===== src/rtl/morse_decoder.sv =====
// Morse letter decoder.
// A serial on/off Morse line is synchronized, timed in clock cycles, and split
// into dots and dashes. When the letter gap is seen, the collected symbols are
// looked up against International Morse A-Z. A valid letter produces a
// letter_valid pulse. An unknown or over-long pattern produces an err pulse.
// A line stuck high also produces an err pulse.
module morse_decoder #(
    parameter int TICK_CYCLES = 25000000
) (
    input  logic       CLOCK_50,
    input  logic       KEY,
    input  logic       morse_in,
    output logic [4:0] letter,
    output logic       letter_valid,
    output logic       err,
    output logic       busy,
    output logic [2:0] sym_count
);

    localparam int RUN_MAX_I = 8 * TICK_CYCLES;
    localparam int RUN_W     = $clog2(RUN_MAX_I + 1);

    // Run counter saturation point and the decision thresholds.
    // "Reaching" a threshold is detected one cycle early, when the counter
    // holds threshold-1, so the action coincides with the counter arriving.
    localparam logic [RUN_W-1:0] RUN_MAX    = RUN_W'(RUN_MAX_I);
    localparam logic [RUN_W-1:0] GLITCH_LIM = RUN_W'(TICK_CYCLES / 2);
    localparam logic [RUN_W-1:0] DASH_MIN   = RUN_W'(2 * TICK_CYCLES);
    localparam logic [RUN_W-1:0] GAP_LAST   = RUN_W'(2 * TICK_CYCLES - 1);
    localparam logic [RUN_W-1:0] STUCK_LAST = RUN_W'(8 * TICK_CYCLES - 1);

    typedef enum logic [2:0] {
        IDLE,
        MARK,
        SPACE,
        DECODE,
        STUCK
    } state_t;

    state_t           state_reg;
    logic             sync_meta;
    logic             s_in;
    logic             s_prev;
    logic [RUN_W-1:0] run_reg;
    logic [3:0]       pattern_reg;
    logic             overflow_reg;

    logic             s_rise;
    logic             s_fall;
    logic             start_mark;
    logic [5:0]       lookup_res;

    assign s_rise     = s_in & ~s_prev;
    assign s_fall     = ~s_in & s_prev;
    assign start_mark = (state_reg == IDLE) && s_in;
    assign lookup_res = morse_lookup({sym_count, pattern_reg});

    // Returns {hit, letter_index} for a {symbol count, pattern} pair.
    // The pattern holds dot = 0 and dash = 1, with the first symbol in bit 3.
    function automatic logic [5:0] morse_lookup(input logic [6:0] key);
        logic [5:0] res;
        case (key)
            7'b010_0100: res = {1'b1, 5'd0};   // A .-
            7'b100_1000: res = {1'b1, 5'd1};   // B -...
            7'b100_1010: res = {1'b1, 5'd2};   // C -.-.
            7'b011_1000: res = {1'b1, 5'd3};   // D -..
            7'b001_0000: res = {1'b1, 5'd4};   // E .
            7'b100_0010: res = {1'b1, 5'd5};   // F ..-.
            7'b011_1100: res = {1'b1, 5'd6};   // G --.
            7'b100_0000: res = {1'b1, 5'd7};   // H ....
            7'b010_0000: res = {1'b1, 5'd8};   // I ..
            7'b100_0111: res = {1'b1, 5'd9};   // J .---
            7'b011_1010: res = {1'b1, 5'd10};  // K -.-
            7'b100_0100: res = {1'b1, 5'd11};  // L .-..
            7'b010_1100: res = {1'b1, 5'd12};  // M --
            7'b010_1000: res = {1'b1, 5'd13};  // N -.
            7'b011_1110: res = {1'b1, 5'd14};  // O ---
            7'b100_0110: res = {1'b1, 5'd15};  // P .--.
            7'b100_1101: res = {1'b1, 5'd16};  // Q --.-
            7'b011_0100: res = {1'b1, 5'd17};  // R .-.
            7'b011_0000: res = {1'b1, 5'd18};  // S ...
            7'b001_1000: res = {1'b1, 5'd19};  // T -
            7'b011_0010: res = {1'b1, 5'd20};  // U ..-
            7'b100_0001: res = {1'b1, 5'd21};  // V ...-
            7'b011_0110: res = {1'b1, 5'd22};  // W .--
            7'b100_1001: res = {1'b1, 5'd23};  // X -..-
            7'b100_1011: res = {1'b1, 5'd24};  // Y -.--
            7'b100_1100: res = {1'b1, 5'd25};  // Z --..
            default:     res = {1'b0, 5'd0};
        endcase
        return res;
    endfunction

    // Two-flop synchronizer plus one delayed copy for edge detection.
    always_ff @(posedge CLOCK_50 or negedge KEY) begin
        if (!KEY) begin
            sync_meta <= 1'b0;
            s_in      <= 1'b0;
            s_prev    <= 1'b0;
        end else begin
            sync_meta <= morse_in;
            s_in      <= sync_meta;
            s_prev    <= s_in;
        end
    end

    // Cycles since the last line change, restarted when a letter starts, saturating.
    always_ff @(posedge CLOCK_50 or negedge KEY) begin
        if (!KEY) begin
            run_reg <= '0;
        end else if (s_rise || s_fall || start_mark) begin
            run_reg <= '0;
        end else if (run_reg != RUN_MAX) begin
            run_reg <= run_reg + 1'b1;
        end
    end

    // Letter FSM with symbol storage and registered outputs.
    always_ff @(posedge CLOCK_50 or negedge KEY) begin
        if (!KEY) begin
            state_reg    <= IDLE;
            pattern_reg  <= 4'd0;
            overflow_reg <= 1'b0;
            sym_count    <= 3'd0;
            letter       <= 5'd0;
            letter_valid <= 1'b0;
            err          <= 1'b0;
            busy         <= 1'b0;
        end else begin
            letter_valid <= 1'b0;
            err          <= 1'b0;
            case (state_reg)
                IDLE: begin
                    // A level test also catches a mark that began during DECODE.
                    if (s_in) begin
                        state_reg    <= MARK;
                        pattern_reg  <= 4'd0;
                        overflow_reg <= 1'b0;
                        sym_count    <= 3'd0;
                        busy         <= 1'b1;
                    end
                end
                MARK: begin
                    if (s_fall) begin
                        if (run_reg < GLITCH_LIM) begin
                            // Too short to be a symbol: ignore it.
                            if (sym_count != 3'd0) begin
                                state_reg <= SPACE;
                            end else begin
                                state_reg <= IDLE;
                                busy      <= 1'b0;
                            end
                        end else begin
                            if (sym_count == 3'd4) begin
                                overflow_reg <= 1'b1;
                            end else begin
                                pattern_reg[2'd3 - sym_count[1:0]] <= (run_reg >= DASH_MIN);
                                sym_count <= sym_count + 3'd1;
                            end
                            state_reg <= SPACE;
                        end
                    end else if (run_reg == STUCK_LAST) begin
                        state_reg <= STUCK;
                        err       <= 1'b1;
                        busy      <= 1'b0;
                    end
                end
                SPACE: begin
                    // The letter gap takes priority over a new mark in the same cycle.
                    if (run_reg == GAP_LAST) begin
                        state_reg <= DECODE;
                        busy      <= 1'b0;
                        if (lookup_res[5] && !overflow_reg) begin
                            letter       <= lookup_res[4:0];
                            letter_valid <= 1'b1;
                        end else begin
                            err <= 1'b1;
                        end
                    end else if (s_rise) begin
                        state_reg <= MARK;
                    end
                end
                DECODE: begin
                    state_reg    <= IDLE;
                    pattern_reg  <= 4'd0;
                    overflow_reg <= 1'b0;
                    sym_count    <= 3'd0;
                end
                STUCK: begin
                    if (!s_in) begin
                        state_reg    <= IDLE;
                        pattern_reg  <= 4'd0;
                        overflow_reg <= 1'b0;
                        sym_count    <= 3'd0;
                    end
                end
                default: begin
                    state_reg <= IDLE;
                    busy      <= 1'b0;
                end
            endcase
        end
    end

endmodule


===== config.mk =====
export PLATFORM = sky130hd
export DESIGN_NAME = morse_decoder
export DESIGN_NICKNAME = d
export VERILOG_FILES = /design/src/rtl/morse_decoder.sv
export SDC_FILE = /design/constraint.sdc
export NUM_CORES = 1
export LEC_CHECK = 0
export CAP_MARGIN = 20
export CORE_AREA = 8 8 86 88
export DETAILED_ROUTE_END_ITERATION = 8
export DIE_AREA = 0 0 94 96
export PLACE_DENSITY_LB_ADDON = 0.25
export REMOVE_ABC_BUFFERS = 1
export SLEW_MARGIN = 20
export SYNTH_ARGS = -nofsm -noshare
export SYNTH_HDL_FRONTEND = slang
export SYNTH_SLANG_ARGS = --single-unit
export TNS_END_PERCENT = 20

===== constraint.sdc =====
create_clock -name CLOCK_50 -period 5.4 [get_ports CLOCK_50]
set_clock_uncertainty 0.15 [all_clocks]
set_input_delay 1.08 -clock CLOCK_50 [delete_from_list [all_inputs] [get_ports CLOCK_50]]
set_output_delay 1.08 -clock CLOCK_50 [all_outputs]
set_load 0.005 [all_outputs]

==> results.ini <==
[timing]
post-route-period-util_pct = 51.4
rsz0062_at_grt = false
fmax_mhz = 360
worstMarginPinSlew_ns = 0.734
maxSlewViolCount = 0
hold_viol = 0
fin_crit_ns = 2.78
max_slew_margin_pct = 50.8
setup_viol = 0
fin_setup_tns_ns = 0

[routing]
wl_per_cell_um = 15.8
routed-via-count = 2607
final_antenna_net_count = 0
via_per_inst = 5.91
drtIter0Drc = 114
route.detailed.drc = 0
first_pass_iters = 4
wl_um = 6970

[yosys]
synth_top_cell_area_share_pct = 39.2
synthAdderAreaFrac_pct = 5.87
ys_types = 62
muxShareOfSynthArea_pct = 3.33
ys_ff_latch = 50
yosysMostFrequentCell = dfrtp_1
synth_area_leaders = dfrtp_1, ha_1, nor2_1, xor2_1, nand2_1
synthFlopType = dfrtp_1
yosys.area_share.simple_pct = 26.7
ys_seq_area_share_pct = 39.2
netlist_area_um2 = 3200
synth-xor-area-share_pct = 6.58
async_reset_ff_share_pct = 100
synth_edf_count = 0
synth_compound_area_share_pct = 14.5
yosysTopAreaCell = dfrtp_1
syn_area_per_cell_um2 = 8.98
netlist_instances = 356
synth_commonest_cells = dfrtp_1, nor2_1, nand2_1
yosys_warnings = 0
synth_top_family_by_area = simple AND/OR/NAND/NOR gates

[die]
io_pins = 14
die_area_um2 = 9020
core_um2 = 6100
num_rows = 29
dieWidth_um = 94
die_h_um = 96
start_util_pct = 52.4

[power]
power_uw = 730
p_leak_uw = 0.00134
peakVddDrop_v = 0.000101
p_per_area_nw_per_um2 = 209

[clock_network]
cts.sinks = 50
clk_pin_slew_ns = 0.10
clockRootBuffer = clkbuf_8
cts_setup_buffers = 0
clockBufferDepth = 2
cts_tree = built
cts.repair.resized = 0
cts_hold_buf = 0
cts.htree.levels = 2
numCtsBuffers = 5
insertion_delay_ns = 0.30

[grt]
first_global_vias = 2511
antenna_found_initial = 0
overflow = 0
track_usage_pct = 16.8
grt_first_pass_wirelength_um = 12200
grt_max_degree = 51

[worst_hold_path]
holdPathStages = 0
hold-path-endpoint = s_in$_DFF_PN0_
holdCritPathClass = reg2reg
holdCritStartpoint = sync_meta$_DFF_PN0_

[placement]
gp_congestion = 0.850
place_inst = 433
portBuffers = 13
dp_hpwl_um = 5070

[worst_setup_path]
crit_type = reg2out
crit-reg2reg-launch = pattern_reg[0]$_DFFE_PN0P_
worst_r2r_path_depth = 7
slowest_stage = dfrtp_1
r2r_end = letter[2]$_DFFE_PN0P_
crit_arrival_ns = 1.55
path_cells = clkdlybuf4s50_1
cp.buffers_inverters = 1
cp_max_fo = 14
crit_required_ns = 4.17
crit_family = flip-flops
worst_setup_path_end_kind = output port
crit_path_start = sym_count[0]$_DFFE_PN0P_
critPathLaunchType = flop
cpPeakStageDelay_ns = 0.65
ff2ff_setup_slack_ns = 2.81

[final_layout]
nNetsFinal = 381
syn2layout_area_growth_pct = 9.12
final_cells = 441
antenna_cells = 0
largest_register_ffs = 28
drive_above_1_share_pct = 7.97

[job]
cap_violations = 0

[status]
status = finished clean

==> metal layers <==
metal  global-route usage (%)  vias to the layer above  share of wire [%]
met5                        0                        -                  0
met4                     6.74                        0                1.6
met3                     2.73                        8                2.7
met2                     27.5                       32                 49
met1                     21.7                     1280                 46
li1                         -                     1287                  -
==> metrics by stage <==
stage               setup slack (ns)  hold slack [ns]  area, µm²  util [%]
global route                    2.55            0.227       3490      57.2
CTS                             2.62            0.205       3490      57.2
detailed placement              2.84            0.186       3380      55.4
floorplan                       3.07            0.181       3140         -
finish                          2.62            0.201       3490      57.2
global placement                2.94            0.184       3370      55.3
==> cell families (layout without fill, tap and decap cells) <==
group,count (synthesis),in the layout
XOR/XNOR,24,24
adder cells (fa/ha/maj),15,15
buffers and inverters,31,39
multiplexers,10,10
AND/OR/NAND/NOR,159,159
AO/OA/AOI/OAI,67,67
flip-flops,50,50
==> layout make-up <==
type	count	area (µm²)
inverters	17	63.8
repair buffers	14	133
multi-input cells	275	1830
clock inverters	2	37.5
clock buffers	6	72.6
fillers	574	2610
well taps	77	96.3
flip-flops and latches	50	1250
==> placed cells by master (no fill, tap or decap), types with 4 or more instances in the layout <==
master	synthesis	final
a31oi_1	6	6
dfrtp_1	50	50
nand4_1	14	14
nand2_1	32	32
xnor2_1	8	8
clkbuf_8	0	5
nand3_1	13	13
ha_1	15	15
and2_1	4	4
o21ai_0	14	14
nor3_1	7	7
nor2b_1	5	5
mux2_2	5	5
nand2b_1	9	9
a21o_1	6	6
or3_1	5	5
nor2_1	43	43
clkdlybuf4s50_1	0	12
mux2i_1	5	5
inv_1	16	16
o311ai_0	5	5
xor2_1	16	16
a21oi_1	11	11
o211ai_1	4	4
==> where the power goes <==
group	total [µW]	leakage [µW]	switching, µW	internal [µW]
Clock	261	0.0000514	123	138
Sequential	395	0.000685	10.9	384
Combinational	73.2	0.000606	45.1	28.1
==> worst max-delay path by stage <==
stage | endpoint | slack [ns] | cells after the start
floorplan | letter[0]$_DFFE_PN0P_ | 3.07 | 7
global placement | letter[4]$_DFFE_PN0P_ | 2.94 | 7
detailed placement | letter[2]$_DFFE_PN0P_ | 2.84 | 7
CTS | sym_count[0] | 2.62 | 1
global route | sym_count[0] | 2.55 | 1
finish | sym_count[0] | 2.62 | 1
No activity file was read; power rests on OpenSTA's default activity.
